### src/rtl/elevator_call_register.sv
// elevator_call_register: synchronise, debounce and edge-detect seven call buttons,
// holding each request until the controller's matching clear releases it.
module elevator_call_register #(
    parameter int DEBOUNCE_CYCLES = 4,
    parameter int CNT_W = 4
) (
    input  logic clk,
    input  logic rstn,
    input  logic raw_floor_1_up,
    input  logic raw_floor_2_up,
    input  logic raw_floor_2_down,
    input  logic raw_floor_3_down,
    input  logic raw_elevator_floor_1,
    input  logic raw_elevator_floor_2,
    input  logic raw_elevator_floor_3,
    input  logic floor_1_up_button_clear,
    input  logic floor_2_up_button_clear,
    input  logic floor_2_down_button_clear,
    input  logic floor_3_down_button_clear,
    input  logic elevator_floor_1_button_clear,
    input  logic elevator_floor_2_button_clear,
    input  logic elevator_floor_3_button_clear,
    output logic floor_1_up_button,
    output logic floor_2_up_button,
    output logic floor_2_down_button,
    output logic floor_3_down_button,
    output logic elevator_floor_1_button,
    output logic elevator_floor_2_button,
    output logic elevator_floor_3_button,
    output logic request_pending
);
    localparam logic [CNT_W-1:0] LAST = CNT_W'(DEBOUNCE_CYCLES - 1);
    logic [6:0] raw, clr, req;
    assign raw = {raw_elevator_floor_3, raw_elevator_floor_2, raw_elevator_floor_1,
                  raw_floor_3_down, raw_floor_2_down, raw_floor_2_up, raw_floor_1_up};
    assign clr = {elevator_floor_3_button_clear, elevator_floor_2_button_clear,
                  elevator_floor_1_button_clear, floor_3_down_button_clear,
                  floor_2_down_button_clear, floor_2_up_button_clear, floor_1_up_button_clear};
    assign {elevator_floor_3_button, elevator_floor_2_button, elevator_floor_1_button,
            floor_3_down_button, floor_2_down_button, floor_2_up_button,
            floor_1_up_button} = req;
    assign request_pending = |req;
    genvar g;
    generate
        for (g = 0; g < 7; g++) begin : ch
            logic sync1, sync2, db, q, rise;
            logic [CNT_W-1:0] cnt;
            // rise is asserted on the same edge that flips db from 0 to 1
            assign rise = ~db && sync2 && cnt == LAST;
            assign req[g] = q;
            always_ff @(posedge clk or negedge rstn)
                if (!rstn) begin
                    sync1 <= 1'b0;
                    sync2 <= 1'b0;
                    db    <= 1'b0;
                    cnt   <= '0;
                    q     <= 1'b0;
                end else begin
                    sync1 <= raw[g];
                    sync2 <= sync1;
                    if (sync2 == db) cnt <= '0;
                    else if (cnt == LAST) begin
                        db  <= sync2;
                        cnt <= '0;
                    end else cnt <= cnt + 1'b1;
                    q <= clr[g] ? 1'b0 : (rise ? 1'b1 : q);
                end
        end
    endgenerate
endmodule

### config.mk
export PLATFORM = sky130hd
export DESIGN_NAME = elevator_call_register
export DESIGN_NICKNAME = d
export VERILOG_FILES = /design/src/rtl/elevator_call_register.sv
export SDC_FILE = /design/constraint.sdc
export NUM_CORES = 1
export LEC_CHECK = 0
export BUFFER_PORTS_ARGS = -buffer_cell sky130_fd_sc_hd__buf_4
export CAP_MARGIN = 40
export CORE_AREA = 2 2 81 83
export DETAILED_ROUTE_END_ITERATION = 8
export DIE_AREA = 0 0 83 85
export PLACE_DENSITY = 0.62
export SETUP_SLACK_MARGIN = 0.1
export SLEW_MARGIN = 20
export SYNTH_ARGS = -nofsm -noshare
export SYNTH_HDL_FRONTEND = slang
export SYNTH_SLANG_ARGS = --single-unit
### constraint.sdc
create_clock -name clk -period 1.32 [get_ports clk]
set_clock_uncertainty 0.05 [all_clocks]
set_input_delay 0.066 -clock clk [delete_from_list [all_inputs] [get_ports clk]]
set_output_delay 0.066 -clock clk [all_outputs]
set_load 0.005 [all_outputs]
==> summary.txt <==
Die
  – Die Area: 0.007055 mm²
  – Effective utilization at floorplan: 38.31%
  – Die Ht: 85 µm
  – Number of placement rows: 29
  – Horizontal die dimension: 83 µm
  – Area inside the core boundary: 0.006205 mm²
  – Num ports: 24

Route
  – 1st-iter DRT viols: 48
  – Wire length after detailed routing: 4.698 mm
  – Count of unresolved DRC violations after routing: 0
  – Detailed-routing iteration count for the pre-antenna-repair pass: 4
  – Vias post-DR: 1675
  – Average wire length per cell after detail routing: 13.16 µm
  – Via-to-Cell Ratio: 4.692
  – DRT antenna net count: 0

Critical path
  – CP startpoint kind: flip-flop
  – Endpoint required time on the critical path: 1.20 ns
  – RR Endpoint: ch[4].db$_DFFE_PN0P_
  – CP bufs+invs: 2
  – Cell family with the largest share of critical-path delay: flip-flops
  – Startpoint of the lowest-slack register-to-register path: ch[4].db$_DFFE_PN0P_
  – Crit path top cell by count: sky130_fd_sc_hd__buf_4
  – Slowest Stage Delay on Critical Path: 0.40 ns
  – Sequence of cells on the critical path: nor4_2 > buf_4 > nand4_1 > buf_4
  – Worst EP arrival: 1.34 ns
  – Maximum fanout encountered on the critical timing path: 2
  – Slowest cell on the critical path: sky130_fd_sc_hd__dfrtp_1
  – Type of the setup path with the least slack: reg2out
  – Worst Setup End Kind: output pin
  – Worst setup slack for register-to-register paths: -0.09 ns
  – Number of cells on the worst reg-to-reg path: 4

Synth
  – Distinct cell type count after synthesis: 18
  – Top area cells in the synthesized netlist: sky130_fd_sc_hd__dfrtp_1, sky130_fd_sc_hd__ha_1, sky130_fd_sc_hd__mux2_1, sky130_fd_sc_hd__nor4b_2, sky130_fd_sc_hd__nor2b_1
  – Fraction of the yosys area taken by sequential cells: 58.95%
  – Share of synthesized area spent on multiplexers: 6.632%
  – Cell taking the most area after synthesis: sky130_fd_sc_hd__dfrtp_1
  – Parity-gate share of the synthesized area counting xor and xnor cells: 0%
  – Number of synthesized flops with an enable pin: 0
  – Fraction of the mapped netlist area in adder cells: 7.368%
  – Post-Synthesis Cells: 184
  – Ys flop type: sky130_fd_sc_hd__dfrtp_1
  – Post-synthesis instance area: 0.002377 mm²
  – Commonest cells in the netlist: sky130_fd_sc_hd__dfrtp_1, sky130_fd_sc_hd__nor2b_1, sky130_fd_sc_hd__ha_1, sky130_fd_sc_hd__inv_1, sky130_fd_sc_hd__mux2_1
  – Post-synthesis compound-gate area fraction: 5.000%
  – Total nets after synthesis: 214
  – Synth warnings: 0
  – Synthesized-area fraction occupied by and/or/nand/nor cells: 19.84%
  – Flip-flop and latch count after synthesis: 56
  – Area share of the largest cell type after synthesis: 58.95%
  – Largest family of logic cells by synthesized area: simple AND/OR/NAND/NOR gates
  – Library cell with the highest instance count after synthesis: sky130_fd_sc_hd__dfrtp_1
  – Async set or reset register ratio after synthesis: 100.0%
  – Average instance area after synthesis: 12.92 µm²

Timing
  – Number of hold violations in the final report: 0
  – Transition at the pin with the smallest max-transition slack: 0.2692 ns
  – Post-route worst setup slack: -0.1343 ns
  – Final Max Slew Viols: 0
  – Maximum clock frequency: 687.6 MHz
  – Number of failing setup endpoints in the final timing report: 8
  – Max_slew headroom: 82.05%
  – Post-Route Hold Slack: 0.02375 ns
  – Post-route clock period utilization: 110.2%
  – Setup repair after global routing missed its margin: true
  – Shortest clock period the worst path allows after layout: 1.454 ns

Final layout
  – Count of fill cells added during filler insertion: 493
  – Final Instance Count excl. Fillers: 357
  – Number of diodes added for antenna fixing: 0
  – Register cell area after layout: 0.001401 mm²
  – Area of combinational cells with multiple inputs: 0.001261 mm²
  – Fraction of layout instances using a drive strength above 1: 52.14%
  – Final core utilization: 58.86%
  – Number of nets in the layout: 309
  – Design area: 0.003652 mm²
  – Layout Area Growth over Synthesis: 53.63%

Placement
  – # placed instances: 312
  – Total half-perimeter wirelength after legalization and detailed placement: 3.007 mm
  – Port-buffer cells: 23
  – Area after DPL: 0.002957 mm²
  – Weighted congestion reported at the end of routability-driven placement: 0.7376
  – Minimum setup slack after placement: -0.1084 ns

CTS
  – Clock transition at the registers of the reported paths: 0.10 ns
  – Clk sink count: 56
  – Maximum clock path buffer count: 2
  – Clock latency at the later pin of the worst-skew pair: 0.32 ns
  – Number of clock buffers inserted by TritonCTS: 5
  – Master cell of the clock root buffer: sky130_fd_sc_hd__clkbuf_8
  – H-tree level count: 2
  – TritonCTS clock tree: yes

Power
  – Total power per unit cell area: 1554 mW/mm²
  – Static Leakage: 1.626 nW
  – Max VDD drop: 863.4 µV

Outcome
  – Violated checks: setup timing
  – Status: complete, but fails checks

Run
  – Max-cap viol count: 0

Global routing
  – GRT Residual Overflow: 0
  – Via count of the first global-routing pass: 1748
  – Pin count of the biggest net entering global routing: 39
  – First-pass GRT wire length: 8.004 mm
  – Initial antenna violation count: 0
  – All-Layer GR Usage: 14.31%

Hold path
  – Hold EP: elevator_floor_2_button$_DFFE_PN0P_
  – Hold wc startpoint: elevator_floor_2_button_clear
  – Worst min path class: in2reg
  – Hold depth: 3
layout by cell type, fill, tap and decap left out, drive strengths merged:
cell type	instances
nand2b	7
nor4	1
nor2	13
nand3b	7
nand4bb	6
nor3	1
inv	14
dlygate4sd3	14
a22o	1
a21oi	13
nand3	7
mux2	14
clkinv	3
ha	14
nand4	1
clkbuf	5
nor4b	7
dfrtp	56
nor3b	1
nor2b	15
buf	74
a211oi	6
tightest hold or removal path: cells and delay by family:
kind | cells | cell delay [ns]
AOI/OAI and AO/OA | 1 | 0.14
buffers and inverters | 2 | 0.16
repair_timing:
| action | 4_1_cts | 5_1_grt |
|---|---|---|
| resized for setup | 37 | 32 |
| pin swaps | 5 | 2 |
| hold endpoints to repair | 69 | 0 |
| hold buffers | 14 | 0 |
| setup buffers | 14 | 9 |
| setup endpoints to repair | 16 | 27 |
per-layer routing:
metal | global-route usage, % | share of wire (%) | vias up | wire (µm)
li1 | - | - | 833 | -
met1 | 18.08 | 47 | 807 | 2204
met2 | 24.12 | 48 | 27 | 2264
met3 | 3.016 | 3.1 | 8 | 144
met4 | 5.812 | 1.8 | 0 | 85
met5 | 0 | 0 | - | 0
sequential cells by signal, summed over array words and instances, names as in the netlist:
name / count
ch.cnt: 28
ch.db: 7
ch.sync1: 7
ch.sync2: 7
elevator_floor_1_button: 1
elevator_floor_2_button: 1
elevator_floor_3_button: 1
floor_1_up_button: 1
floor_2_down_button: 1
floor_2_up_button: 1
floor_3_down_button: 1
worst max path at each step:
stage / startpoint / to / slack, ns / cells after the start
finish: elevator_floor_3_button$_DFFE_PN0P_ / request_pending / -0.13 / 4
global route: elevator_floor_3_button$_DFFE_PN0P_ / request_pending / -0.23 / 4
CTS: elevator_floor_2_button$_DFFE_PN0P_ / request_pending / -0.16 / 4
detailed placement: ch[4].db$_DFFE_PN0P_ / ch[4].db$_DFFE_PN0P_ / -0.11 / 4
global placement: ch[4].db$_DFFE_PN0P_ / ch[4].db$_DFFE_PN0P_ / -0.06 / 4
floorplan: ch[3].db$_DFFE_PN0P_ / ch[3].db$_DFFE_PN0P_ / -0.03 / 4
final cells by class:
cell class	count	share of cell area [%]
clock buffers	5	1.884
well taps	77	2.638
repair buffers	88	20.62
inverters	14	1.439
flip-flops and latches	56	38.37
clock inverters	3	0.5139
multi-input cells	114	34.53
power by group:
part	internal, mW	switching (mW)	leakage [nW]
clock network	0.371	0.568	0.0479
registers	2.03	0.226	0.722
logic	1.53	0.944	0.857
kinds of logic after synthesis:
logic type,after synthesis
and+or+nand+nor,66
DFF,56
AOI/OAI and AO/OA,20
buffers and inverters,14
muxes,14
adders and majority gates,14
metrics by stage:
step,power (mW),setup TNS (ns)
after floorplan,3.167,-0.2236
after global placement,3.633,-0.3106
after detailed placement,3.707,-0.5270
after CTS,5.329,-0.6914
after global routing,6.063,-0.9851
final,5.674,-0.6296
No activity file was read; power rests on OpenSTA's default activity.
